--- config.mk ---
export PLATFORM = sky130hd
export DESIGN_NAME = seg7_scan_driver
export DESIGN_NICKNAME = d
export VERILOG_FILES = /design/src/rtl/seg7_scan_driver.sv
export SDC_FILE = /design/constraint.sdc
export NUM_CORES = 1
export LEC_CHECK = 0
export CAP_MARGIN = 20
export CELL_PAD_IN_SITES_DETAIL_PLACEMENT = 1
export CELL_PAD_IN_SITES_GLOBAL_PLACEMENT = 2
export CORE_ASPECT_RATIO = 0.7
export CORE_MARGIN = 5
export CORE_UTILIZATION = 45
export CTS_CLUSTER_SIZE = 12
export DETAILED_ROUTE_END_ITERATION = 6
export DONT_BUFFER_PORTS = 1
export GPL_ROUTABILITY_DRIVEN = 1
export PLACE_DENSITY = 0.85
export SYNTH_ARGS = -nofsm -noshare
export SYNTH_HDL_FRONTEND = slang
export SYNTH_SLANG_ARGS = --single-unit
--- constraint.sdc ---
create_clock -name clk -period 3.83 [get_ports clk]
set_input_delay 0.766 -clock clk [delete_from_list [all_inputs] [get_ports clk]]
set_output_delay 0.766 -clock clk [all_outputs]
set_load 0.02 [all_outputs]
--- src/rtl/seg7_scan_driver.sv ---
// Four-digit 7-segment scan driver: 14-bit binary to BCD via serial double-dabble, multiplexed digit output.
// Optional leading-zero blanking is enabled by defining SEG7_BLANK_EN.
module seg7_scan_driver #(
   parameter int SCAN_DIV = 50000
) (
   input  logic        clk,
   input  logic        rst_n,
   input  logic [13:0] bin_in,
   input  logic        load,
   output logic        busy,
   output logic        ovf,
   output logic [3:0]  digit_val,
   output logic [3:0]  digit_sel
);

   localparam int            PW         = (SCAN_DIV > 1) ? $clog2(SCAN_DIV) : 1;
   localparam logic [PW-1:0] PRESC_LAST = PW'(SCAN_DIV - 1);

   generate
      if (SCAN_DIV < 1) begin : g_bad_scan_div
         $error("seg7_scan_driver: SCAN_DIV must be >= 1");
      end
   endgenerate

   typedef enum logic {IDLE, CONV} state_t;

   state_t        r_state;
   logic [13:0]   r_bin;
   logic [14:0]   r_bcd;
   logic [3:0]    r_iter;
   logic [15:0]   r_disp;
   logic          r_busy;
   logic          r_ovf;
   logic [PW-1:0] r_presc;
   logic [1:0]    r_idx;
   logic [3:0]    r_sel;
   logic [3:0]    r_val;

   logic [13:0]   w_clamped;
   logic [14:0]   w_adj;
   logic [15:0]   w_bcd_next;
   logic [3:0]    w_nib;
   logic [3:0]    w_val_next;

   assign w_clamped = (bin_in > 14'd9999) ? 14'd9999 : bin_in;

   // Top BCD nibble never exceeds 4 before a shift for inputs <= 9999, so it needs no add-3.
   always_comb begin
      w_adj = r_bcd;
      for (int i = 0; i < 3; i++) begin
         if (r_bcd[i*4 +: 4] >= 4'd5) w_adj[i*4 +: 4] = r_bcd[i*4 +: 4] + 4'd3;
      end
   end

   assign w_bcd_next = {w_adj, r_bin[13]};

   // NOTE: all state below uses non-blocking assignments so every register samples pre-edge values.
   always_ff @(posedge clk or negedge rst_n) begin
      if (!rst_n) begin
         r_state <= IDLE;
         r_bin   <= '0;
         r_bcd   <= '0;
         r_iter  <= '0;
         r_disp  <= '0;
         r_busy  <= 1'b0;
         r_ovf   <= 1'b0;
      end else begin
         case (r_state)
            IDLE: begin
               if (load) begin
                  r_bin   <= w_clamped;
                  r_ovf   <= (bin_in > 14'd9999);
                  r_bcd   <= '0;
                  r_iter  <= '0;
                  r_busy  <= 1'b1;
                  r_state <= CONV;
               end
            end
            CONV: begin
               r_bcd  <= w_bcd_next[14:0];
               r_bin  <= {r_bin[12:0], 1'b0};
               r_iter <= r_iter + 4'd1;
               if (r_iter == 4'd13) begin
                  r_disp  <= w_bcd_next;
                  r_busy  <= 1'b0;
                  r_state <= IDLE;
               end
            end
            default: r_state <= IDLE;
         endcase
      end
   end

   always_ff @(posedge clk or negedge rst_n) begin
      if (!rst_n) begin
         r_presc <= '0;
         r_idx   <= '0;
      end else if (r_presc == PRESC_LAST) begin
         r_presc <= '0;
         r_idx   <= r_idx + 2'd1;
      end else begin
         r_presc <= r_presc + 1'b1;
      end
   end

   assign w_nib = r_disp[{r_idx, 2'b00} +: 4];

`ifdef SEG7_BLANK_EN
   logic w_blank;

   // NOTE: default assignment first keeps this combinational block latch-free.
   always_comb begin
      w_blank = 1'b0;
      case (r_idx)
         2'd1:    w_blank = (r_disp[15:4]  == 12'd0);
         2'd2:    w_blank = (r_disp[15:8]  == 8'd0);
         2'd3:    w_blank = (r_disp[15:12] == 4'd0);
         default: w_blank = 1'b0;
      endcase
   end

   assign w_val_next = w_blank ? 4'd15 : w_nib;
`else
   assign w_val_next = w_nib;
`endif

   // Select and value are registered together so they always refer to the same digit.
   always_ff @(posedge clk or negedge rst_n) begin
      if (!rst_n) begin
         r_sel <= 4'b0001;
         r_val <= 4'd0;
      end else begin
         r_sel <= 4'b0001 << r_idx;
         r_val <= w_val_next;
      end
   end

   assign busy      = r_busy;
   assign ovf       = r_ovf;
   assign digit_sel = r_sel;
   assign digit_val = r_val;

endmodule
# Yosys cells after proc, flatten, opt, wreduce, memory -nomap -nowiden
# Index checks and enable logic that the tools add are counted.
# totals
input_bits	17
reg_bits	78
# classes
n_addsub	6
n_bitwise	1
eq_ne	4
n_lt_le_gt_ge	4
muxes	17
shift	2
n_reduce_logical	3
# ops
operator	n
15-bit case mux with 2 select lines	1
14-bit 2-to-1 mux	2
14-bit case mux with 2 select lines	1
16-bit by 1-bit adder with 16-bit output (second input constant)	1
16-bit == test (second input constant)	1
16-bit 2-to-1 mux	1
4-bit 2-to-1 mux	4
16-bit by 5-bit variable part select with 4-bit output	1
15-bit 2-to-1 mux	1
14-bit greater-than comparator (second input constant)	1
4-bit by 2-bit adder with 4-bit output (second input constant)	3
4-bit by 3-bit >= comparator with 1-bit output (second input constant)	3
4-bit case mux with 2 select lines	1
2-bit AND reduction	3
4-bit by 1-bit adder with 4-bit output (second input constant)	1
4-bit == test (second input constant)	1
1-bit 2-to-1 mux	4
1-bit case mux with 2 select lines	2
1-bit by 2-bit << shifter with 4-bit output (first input constant)	1
2-bit by 1-bit adder with 2-bit output (second input constant)	1
2-bit by 1-bit inequality test with 1-bit output (second input constant)	1
2-bit inequality test (second input constant)	1
1-bit inverter	1

# Logic depth before layout (Yosys ltp)
# depth
depth_word	4
depth_mapped	6
mapped_depth_nobuf	6

# Worst setup path after synthesis
# Ideal clock, no wire load.
# synth_path
path_type	reg2reg
from	reg r_presc[0]
to	reg r_idx[1]
t_required_ns	3.703
stages_incl_launch_ff	6
setup_slack_ns	2.069
setup_ns	0.127
arrival_ns	1.634
synth_period_minus_slack_ns	1.761
path_cell_list	dfrtp_1 > ha_1 > nand3_2 > or4_4 > nor2_4 > mux2_1
# synth_between
elab_chain_len	1
# synth_lines
item	line	rtl
start, declared	34	logic [PW-1:0] r_presc;
start signal, assigned	102	r_presc <= r_presc + 1'b1;
16-bit == test	98	end else if (r_presc == PRESC_LAST) begin
end signal, assigned	100	r_idx <= r_idx + 2'd1;
end, declared	35	logic [1:0] r_idx;
# Every way passes these cells.
# A chain may end at the register's enable or synchronous reset.

# Worst setup path after layout
# Ends and elaborated chain as after synthesis.

==> results.yml <==
run_status:
  outcome: "finished clean"
finish:
  regArea_um2: 1950
  diodes: 0
  layout.nets: 356
  area_growth_pct: 11.3
  nFillCells: 854
  multiInputGateArea_um2: 1600
  drive_gt1_frac: 0.121
clock_network:
  cts_hold_buffers: 0
  cts_max_level: 3
  tritoncts: "yes"
  numClockSinks: 78
  clockBufferDepth: 2
  clk-insertion-delay-late_ns: 0.33
  root_buffer: "clkbuf_16"
  numCtsBuffers: 9
  clkTransAtPathRegs_ns: 0.06
  post_cts_buffers: 0
  cts_resized: 0
timing:
  fin_ws_ns: 1.80
  finalSetupViolations: 0
  finClkSkew_ns: 0.00382
  slew_headroom: 0.320
  max_freq_mhz: 492
  layout_min_cycle_time_ns: 2.03
  rsz0062_at_grt: "false"
  worstMarginPinSlew_ns: 1.02
  final.setup.tns_ns: 0
  min_period_over_period: 0.531
  hold_violations: 0
  slew_violations: 0
setup_path:
  cp-end-kind: "register"
  path_max_fanout: 11
  criticalPathCategory: "register to register"
  reg2reg_slack_ns: 1.80
  worstSetupStartpoint: "r_presc[0]$_DFF_PN0_"
  start_kind: "register"
  r2r-start: "r_presc[0]$_DFF_PN0_"
  critPathRequiredTime_ns: 4.04
  worstPathArrival_ns: 2.25
yosys:
  synth_edf_count: 0
  syn-cell-area_um2: 3670
  ys.flop_type: "dfrtp_1"
  synth_area_per_cell_um2: 11.2
  ys_ff_latch: 78
  syn_nets: 357
  synth.distinct_cells: 36
  ys_warn_count: 0
  syn_inst: 327
  synth_async_sr_flop_share: 1.00
  yosysSeqAreaShare: 0.532
place:
  place_ws_ns: 1.78
  io_buffers: 0
  globalplace.congestion: 0.741
  place_hpwl_um: 5060
route:
  wl_um: 7340
  drc: 0
  initialDrtViolationCount: 128
  vias: 2328
  dr.pass1.iters: 4
  wire_per_inst_um: 17.0
  ant_nets: 0
  avgViaCountPerCell: 5.39
flow_run:
  max-cap-violations: 0
power_and_ir_drop:
  leakage_uw: 0.00193
  powerDensity_nw_per_um2: 764
  ir_worst_vdd_uv: 432
die:
  coreArea_um2: 7910
  io_pins: 27
  die_area_um2: 10100
  initial_utilization: 0.465
  die_w_um: 118
  num_rows: 27
  die_y_um: 85.6
global_route:
  grt_start_max_net_pins: 79
  grt_use_total: 0.161
  antenna_found_initial: 0
  grt_pass1_vias: 2465
  overflow: 0
  grt_pass1_wl_um: 12900
worst_hold_path:
  hp-class: "input port to async pin"
## registers in the layout, indices dropped and copies added (netlist names), 2 cells and up
name,flops
r_iter,4
r_bin,14
digit_sel,4
r_bcd,15
r_disp,16
digit_val,4
r_idx,2
r_presc,16
## logic make-up after synthesis
logic type	Yosys count	share of synthesized area
flip-flops	78	0.532
adder cells (fa/ha/maj)	13	0.0443
buffers and inverters	30	0.0327
AND/OR/NAND/NOR	97	0.138
multiplexers	39	0.124
XOR/XNOR	19	0.0453
AO/OA/AOI/OAI	51	0.0838
## path summary, 6_finish.rpt
path,end,cells after the start
setup reg to reg,r_idx[1]$_DFFE_PN0N_,5
hold / removal,r_bin[2]$_DFFE_PN0P_,0
min in group clk,r_disp[4]$_DFFE_PN0P_,2
hold reg to reg,r_disp[4]$_DFFE_PN0P_,2
max in group asynchronous,digit_sel[0]$_DFF_PN1_,0
setup / recovery,r_idx[1]$_DFFE_PN0N_,5
## Yosys cell counts, drive strengths merged, types with 7 or more instances
library cell / number / area, µm²
o21ai: 20 / 100
inv: 17 / 63.8
nor3b: 8 / 60.1
nand2b: 16 / 100
mux2: 13 / 146
mux2i: 22 / 220
dfrtp: 77 / 1930
a21oi: 15 / 75.1
nand4: 7 / 43.8
nor2: 20 / 82.6
xnor2: 15 / 131
nand2: 27 / 101
nand3: 7 / 40.0
clkbuf: 9 / 33.8
ha: 13 / 163
## final cells by class
class,count,share of cell area
Clock buffer,9,0.0551
Tap cell,101,0.0309
Clock inverter,7,0.0275
Sequential cell,78,0.478
Timing Repair Buffer,1,0.00184
Inverter,17,0.0156
Multi-Input combinational cell,219,0.391
## cells in the final DEF (no fill, tap or decap), types with 5 or more instances in the layout
cell type  Yosys  final
a21oi_1       15     15
nand3_1        6      6
xnor2_1       15     15
nor2b_1        5      5
nor2_1        19     19
nand2b_1      16     16
clkbuf_16      0      9
nand2_1       27     27
mux2i_1       22     22
inv_1         17     17
nor3b_1        8      8
ha_1          13     13
mux2_2        12     12
dfrtp_1       77     76
o21ai_0       20     20
nand4_1        7      7
## report_power, final
group	internal [µW]	total, µW	switching [µW]
sequential	1090	1380	282
combinational	408	795	388
clock	632	956	324
## critical path, cell delays in order, from the launching register on
cell and delay [ns]:
dfrtp_1 0.38, ha_1 0.21, nand3_2 0.15, or4_4 0.52, nor2_4 0.28, mux2_1 0.36
## layer usage
metal	vias to the layer above	global-route usage	wire length [µm]
li1	1125	-	-
met1	1163	0.226	3650
met2	28	0.236	3240
met3	12	0.0587	363
met4	0	0.0469	93
met5	-	0	0
## metrics by stage
step	hold slack (ns)	util	total power, µW	instances	area, µm²
final	0.123	0.517	3130	432	4090
after CTS	0.110	0.517	3180	432	4090
after floorplan	0.445	-	1960	327	3670
after global routing	0.101	0.517	3380	432	4090
after global placement	0.460	0.475	2140	416	3750
after detailed placement	0.470	0.475	2200	416	3750
No activity file was read; power rests on OpenSTA's default activity.
